File: src/rtl/otter_cu_fsm.sv
// otter_cu_fsm: multicycle control unit for the OTTER RV32I core.
// Sequences fetch / execute / writeback / interrupt phases and drives the
// PC, register file, memory and CSR strobes plus the 3-bit PC mux select
// (0=PC+4, 1=JALR, 2=BRANCH, 3=JAL, 4=MTVEC).
// Build option: define OTTER_CU_INTR_EN to build the interrupt-entry state;
// left undefined, intr is ignored, int_taken is 0 and pc_source never
// reaches MTVEC.
module otter_cu_fsm #(
  parameter int unsigned INIT_CYCLES = 1  // cycles of PC reset after RST release, 1..15
) (
  input  logic       CLK,
  input  logic       RST,
  input  logic       intr,
  input  logic [6:0] opcode,
  input  logic [2:0] func3,
  input  logic       br_eq,
  input  logic       br_lt,
  input  logic       br_ltu,
  output logic       reset,
  output logic       pc_write,
  output logic       reg_write,
  output logic       mem_rden1,
  output logic       mem_rden2,
  output logic       mem_we2,
  output logic       csr_we,
  output logic       int_taken,
  output logic [2:0] pc_source
);

  typedef enum logic [2:0] {
    ST_INIT  = 3'd0,
    ST_FETCH = 3'd1,
    ST_EXEC  = 3'd2,
    ST_WB    = 3'd3
`ifdef OTTER_CU_INTR_EN
    ,
    ST_INTR  = 3'd4
`endif
  } state_t;

  localparam logic [6:0] OPC_LUI    = 7'b0110111;
  localparam logic [6:0] OPC_AUIPC  = 7'b0010111;
  localparam logic [6:0] OPC_OP_IMM = 7'b0010011;
  localparam logic [6:0] OPC_OP     = 7'b0110011;
  localparam logic [6:0] OPC_JAL    = 7'b1101111;
  localparam logic [6:0] OPC_JALR   = 7'b1100111;
  localparam logic [6:0] OPC_BRANCH = 7'b1100011;
  localparam logic [6:0] OPC_STORE  = 7'b0100011;
  localparam logic [6:0] OPC_LOAD   = 7'b0000011;
  localparam logic [6:0] OPC_SYSTEM = 7'b1110011;

  localparam logic [2:0] F3_CSRRW   = 3'b001;

  localparam logic [2:0] PCSRC_PC4    = 3'd0;
  localparam logic [2:0] PCSRC_JALR   = 3'd1;
  localparam logic [2:0] PCSRC_BRANCH = 3'd2;
  localparam logic [2:0] PCSRC_JAL    = 3'd3;
`ifdef OTTER_CU_INTR_EN
  localparam logic [2:0] PCSRC_MTVEC  = 3'd4;
`endif

  localparam logic [3:0] INIT_LAST = 4'(INIT_CYCLES - 1);

  state_t     state_q, state_d;
  logic [3:0] init_cnt_q, init_cnt_d;
  logic       br_taken;
  logic       intr_req;

`ifdef OTTER_CU_INTR_EN
  assign intr_req = intr;
`else
  logic unused_intr;
  assign unused_intr = intr;
  assign intr_req    = 1'b0;
`endif

  // State and INIT counter register; RST forces INIT asynchronously.
  always_ff @(posedge CLK or posedge RST) begin
    if (RST) begin
      state_q    <= ST_INIT;
      init_cnt_q <= '0;
    end else begin
      state_q    <= state_d;
      init_cnt_q <= init_cnt_d;
    end
  end

  // Branch condition select from func3.
  always_comb begin
    br_taken = 1'b0;
    case (func3)
      3'b000:  br_taken = br_eq;
      3'b001:  br_taken = !br_eq;
      3'b100:  br_taken = br_lt;
      3'b101:  br_taken = !br_lt;
      3'b110:  br_taken = br_ltu;
      3'b111:  br_taken = !br_ltu;
      default: br_taken = 1'b0;
    endcase
  end

  // Next-state and strobe decode.
  always_comb begin
    state_d    = state_q;
    init_cnt_d = '0;
    reset      = 1'b0;
    pc_write   = 1'b0;
    reg_write  = 1'b0;
    mem_rden1  = 1'b0;
    mem_rden2  = 1'b0;
    mem_we2    = 1'b0;
    csr_we     = 1'b0;
    int_taken  = 1'b0;
    pc_source  = PCSRC_PC4;

    case (state_q)
      ST_INIT: begin
        reset = 1'b1;
        if (init_cnt_q >= INIT_LAST) begin
          state_d = ST_FETCH;
        end else begin
          init_cnt_d = init_cnt_q + 4'd1;
        end
      end

      ST_FETCH: begin
        mem_rden1 = 1'b1;
        state_d   = ST_EXEC;
      end

      ST_EXEC: begin
        state_d  = intr_req ? state_t'(3'd4) : ST_FETCH;
        pc_write = 1'b1;
        case (opcode)
          OPC_LUI, OPC_AUIPC, OPC_OP_IMM, OPC_OP: begin
            reg_write = 1'b1;
          end
          OPC_JAL: begin
            reg_write = 1'b1;
            pc_source = PCSRC_JAL;
          end
          OPC_JALR: begin
            reg_write = 1'b1;
            pc_source = PCSRC_JALR;
          end
          OPC_BRANCH: begin
            pc_source = br_taken ? PCSRC_BRANCH : PCSRC_PC4;
          end
          OPC_STORE: begin
            mem_we2 = 1'b1;
          end
          OPC_LOAD: begin
            // PC advances in WB, and intr is deliberately not sampled here.
            pc_write  = 1'b0;
            mem_rden2 = 1'b1;
            state_d   = ST_WB;
          end
          OPC_SYSTEM: begin
            if (func3 == F3_CSRRW) begin
              reg_write = 1'b1;
              csr_we    = 1'b1;
            end
          end
          default: begin
            // Illegal instruction retires as a NOP.
          end
        endcase
      end

      ST_WB: begin
        reg_write = 1'b1;
        pc_write  = 1'b1;
        state_d   = intr_req ? state_t'(3'd4) : ST_FETCH;
      end

`ifdef OTTER_CU_INTR_EN
      ST_INTR: begin
        int_taken = 1'b1;
        pc_write  = 1'b1;
        pc_source = PCSRC_MTVEC;
        state_d   = ST_FETCH;
      end
`endif

      default: begin
        state_d = ST_INIT;
      end
    endcase
  end

  // Strobe exclusivity invariants.
  a_pcw_fetch_excl : assert property (@(posedge CLK) disable iff (RST)
    !(pc_write && mem_rden1));
  a_mem_rw_excl : assert property (@(posedge CLK) disable iff (RST)
    !(mem_we2 && mem_rden2));

endmodule

File: config.mk
export PLATFORM = sky130hd
export DESIGN_NAME = otter_cu_fsm
export DESIGN_NICKNAME = d
export VERILOG_FILES = /design/src/rtl/otter_cu_fsm.sv
export SDC_FILE = /design/constraint.sdc
export NUM_CORES = 1
export LEC_CHECK = 0
export CAP_MARGIN = 40
export CORE_AREA = 5 5 42 44
export CTS_BUF_LIST = sky130_fd_sc_hd__clkbuf_2 sky130_fd_sc_hd__clkbuf_4 sky130_fd_sc_hd__clkbuf_8
export CTS_CLUSTER_SIZE = 16
export DETAILED_ROUTE_END_ITERATION = 7
export DIE_AREA = 0 0 47 49
export PLACE_DENSITY = 0.6
export SYNTH_ARGS = -nofsm -noshare
export SYNTH_HDL_FRONTEND = slang
export SYNTH_SLANG_ARGS = --single-unit
File: constraint.sdc
create_clock -name CLK -period 3.6 [get_ports CLK]
set_input_delay 1.08 -clock CLK [delete_from_list [all_inputs] [get_ports CLK]]
set_output_delay 1.08 -clock CLK [all_outputs]
set_load 0.1 [all_outputs]
==> results by group <==
STA
  – Final setup viols: 1
  – Fin. Hold Viols: 0
  – Max-slew violation count: 0
  – Worst setup margin: -30.6 ps
  – FMAX: 275 MHz
  – Fin crit period: roughly 3600 ps
  – Period utilization: 101%
  – RSZ-0062 raised after global routing: true
  – Clock Skew: 1.00 ps

Logic synthesis
  – Mapped cell area: 275 sq um
  – Sequential fraction of the synthesis area: 18.2%
  – Avg Inst Size Synth: roughly 7.4 sq um
  – Yosys warnings: 0
  – Number of library cell types mapped by synthesis: 24
  – Synth top area share: between 15 and 20%
  – Cell taking the most area after synthesis: dfrtp_1
  – Synth top area cells: dfrtp_1 (18%), xor2_1 (6.4%), nor3_1 (5.5%)
  – Post-Synthesis Cells: 37
  – Synth Register Bits: 2

CTS
  – CTS sink cnt: 2
  – Clock Path Buffers: 2
  – CTS root buf: clkbuf_4
  – CTS tree: yes
  – Worst-path clk slew: 30 ps
  – Clk_lat worst skew: 220 ps
  – Number of buffers created by CTS: 3
  – H-tree levels: 1

Floorplan
  – Die Span Y: 49 um
  – Io pins: 27
  – CORE AREA: 1400 sq um
  – Num rows: 14
  – Die Area: 2300 sq um
  – Initial Util: 19.6%
  – Die X: 47 um

Power and ir drop
  – Worst VDD drop: 0.153 mV
  – Pleak: roughly 0.34 nW
  – Power density cells: 163 nW/um^2

Setup path
  – Crit end category: output pin
  – Critical path class: input pin to output pin
  – Req. time, crit path: 2520 ps
  – Worst EP arrival: 2550 ps
  – Crit Path Max Fanout: 1
  – CP max-delay cell: a2111oi_4
  – CP peak stage delay: about 370 ps
  – CP startpoint kind: input pin
  – Cell Chain, Critical Path: buf_6 -> xnor2_2 -> or3_1 -> a311o_1 -> a2111oi_4 -> buf_12

Final layout
  – Final Instance Area: around 730 sq um
  – Final nets: 89
  – Fill count: 137
  – Most flops, register: state_q
  – Max reg flops: 2
  – Layout Cells excl Fill: 87
  – Antenna cells: 0
  – Largest registers: state_q x2
  – Final Core Density: between 50 and 60%
  – Layout area overhead: 165%
  – Layout cell share with drive strength beyond 1: 45.1%

Routing
  – Avg WL per Cell: 12.2 um
  – Vias: 386
  – Post-Route WL: 1070 um
  – Post-route antenna net violation count: 0
  – DRT Pass-1 Iters: 1
  – Residual DRC: 0
  – Via density: 4.44
  – First-iteration detailed-routing DRC count: 0

Placed design
  – GPL Wtd Cong: 0.771
  – DP Worst Slack: -452 ps
  – Post-DP HPWL: between 800 and 900 um
  – Inst Count DP: 82
  – Port bufs: 23
  – Placed instance area: 681 sq um

Job
  – MaxCap Viol Count: 0

Status
  – Status: finished with violations
  – Failing checks: setup timing

Global route
  – GRT Residual Overflow: 0
  – Largest net degree at the start of global routing: 6
  – First-pass GRT wire length: 1640 um
  – Initial antenna violation count: 0
  – Number of global-route vias before repair: around 400
  – GRT Total Usage: 10.1%

Worst hold path
  – HP Class: flip-flop to flip-flop
-- worst paths after layout --
path / from / endpoint / slack, ps / depth (start not counted)
worst max-delay path: br_eq / pc_source[1] / -30 / 6
worst min-delay path: state_q[1] / state_q[0] / 570 / 2
worst max register to register: state_q[0] / state_q[1] / 2330 / 3
worst min register to register: state_q[1] / state_q[0] / 570 / 2
max in group asynchronous: RST / state_q[0] / 2480 / 2
min in group asynchronous: RST / state_q[1] / 1010 / 2
-- logic make-up after synthesis --
kind of cell,share of synthesized area (%)
buf+inv,9.54
other cells,1.36
flops,18.2
simple gates,41.8
xor+xnor,9.55
compound gates,19.5
-- per-stage QoR --
step | setup TNS [ps] | hold slack (ps) | power [mW]
after CTS | -144 | 578 | 0.122
final | -30.6 | 571 | 0.118
after global placement | -1120 | 543 | 0.0691
after floorplan | -579 | 821 | 0.0443
after detailed placement | -1130 | 571 | 0.0695
after global routing | -86.8 | 614 | 0.128
-- power breakdown --
| part | internal (mW) | switching [mW] |
|---|---|---|
| Sequential | 0.0227 | 0.0000728 |
| Clock | 0.0367 | 0.0119 |
| Combinational | 0.0224 | 0.0245 |
-- final cells by class --
cell class | instances | area [sq um] | area share, %
Inverter | 3 | 11.3 | 1.55
Clock buffer | 3 | 22.5 | 3.09
Tap cell | 16 | 20.0 | 2.75
Sequential cell | 2 | 50.0 | 6.87
Multi-Input combinational cell | 31 | 263 | 36.1
Timing Repair Buffer | 32 | 362 | 49.7
-- cells in the mapped netlist --
master,number
a2111oi_2,1
a21o_1,1
a21oi_1,1
a311o_1,1
buf_4,2
conb_1,1
dfrtp_1,2
inv_1,3
nand2_1,3
nand3_1,2
nand3b_1,2
nand4b_1,1
nor2_1,3
nor2b_1,1
nor3_1,3
nor4b_1,1
o21a_1,1
o31a_1,1
or2_1,1
or2b_2,1
or3_1,1
or4_1,1
xnor2_1,1
xor2_1,2
-- metal layers --
metal  part of all wire [%]  vias up  wire, um  GRT usage [%]
met5                      0        -         0              0
met4                    1.1        0        12           6.91
met3                    9.7        2       103           3.69
met2                     52       15       555           15.6
met1                     37      170       393           10.8
li1                       -      199         -              -
-- placed cells by master (no fill, tap or decap), types with 2 or more instances in the layout --
master | netlist | routed
clkbuf_4 | 0 | 3
nand2_1 | 3 | 3
clkdlybuf4s50_1 | 0 | 2
conb_1 | 1 | 2
nor2_1 | 3 | 2
nor3_4 | 0 | 3
clkdlybuf4s15_1 | 0 | 4
buf_4 | 2 | 11
dlygate4sd2_1 | 0 | 4
inv_1 | 3 | 3
dfrtp_1 | 2 | 2
buf_12 | 0 | 7
nand3_1 | 2 | 2
xor2_1 | 2 | 2
nand3b_1 | 2 | 2
-- worst max-delay path: cells and delay by family --
family                    cells  cell delay (ps)
AOI/OAI and AO/OA             2              680
xor gates and xnor gates      1              120
buffers and inverters         2              320
and+or+nand+nor               1              350
-- repair_timing --
item	4_1_cts	5_1_grt
setup endpoints to repair	6	4
buffers inserted	3	0
pin swaps	10	6
resized for setup	24	5
hold buffers	0	0
No activity file was read; power rests on OpenSTA's default activity.
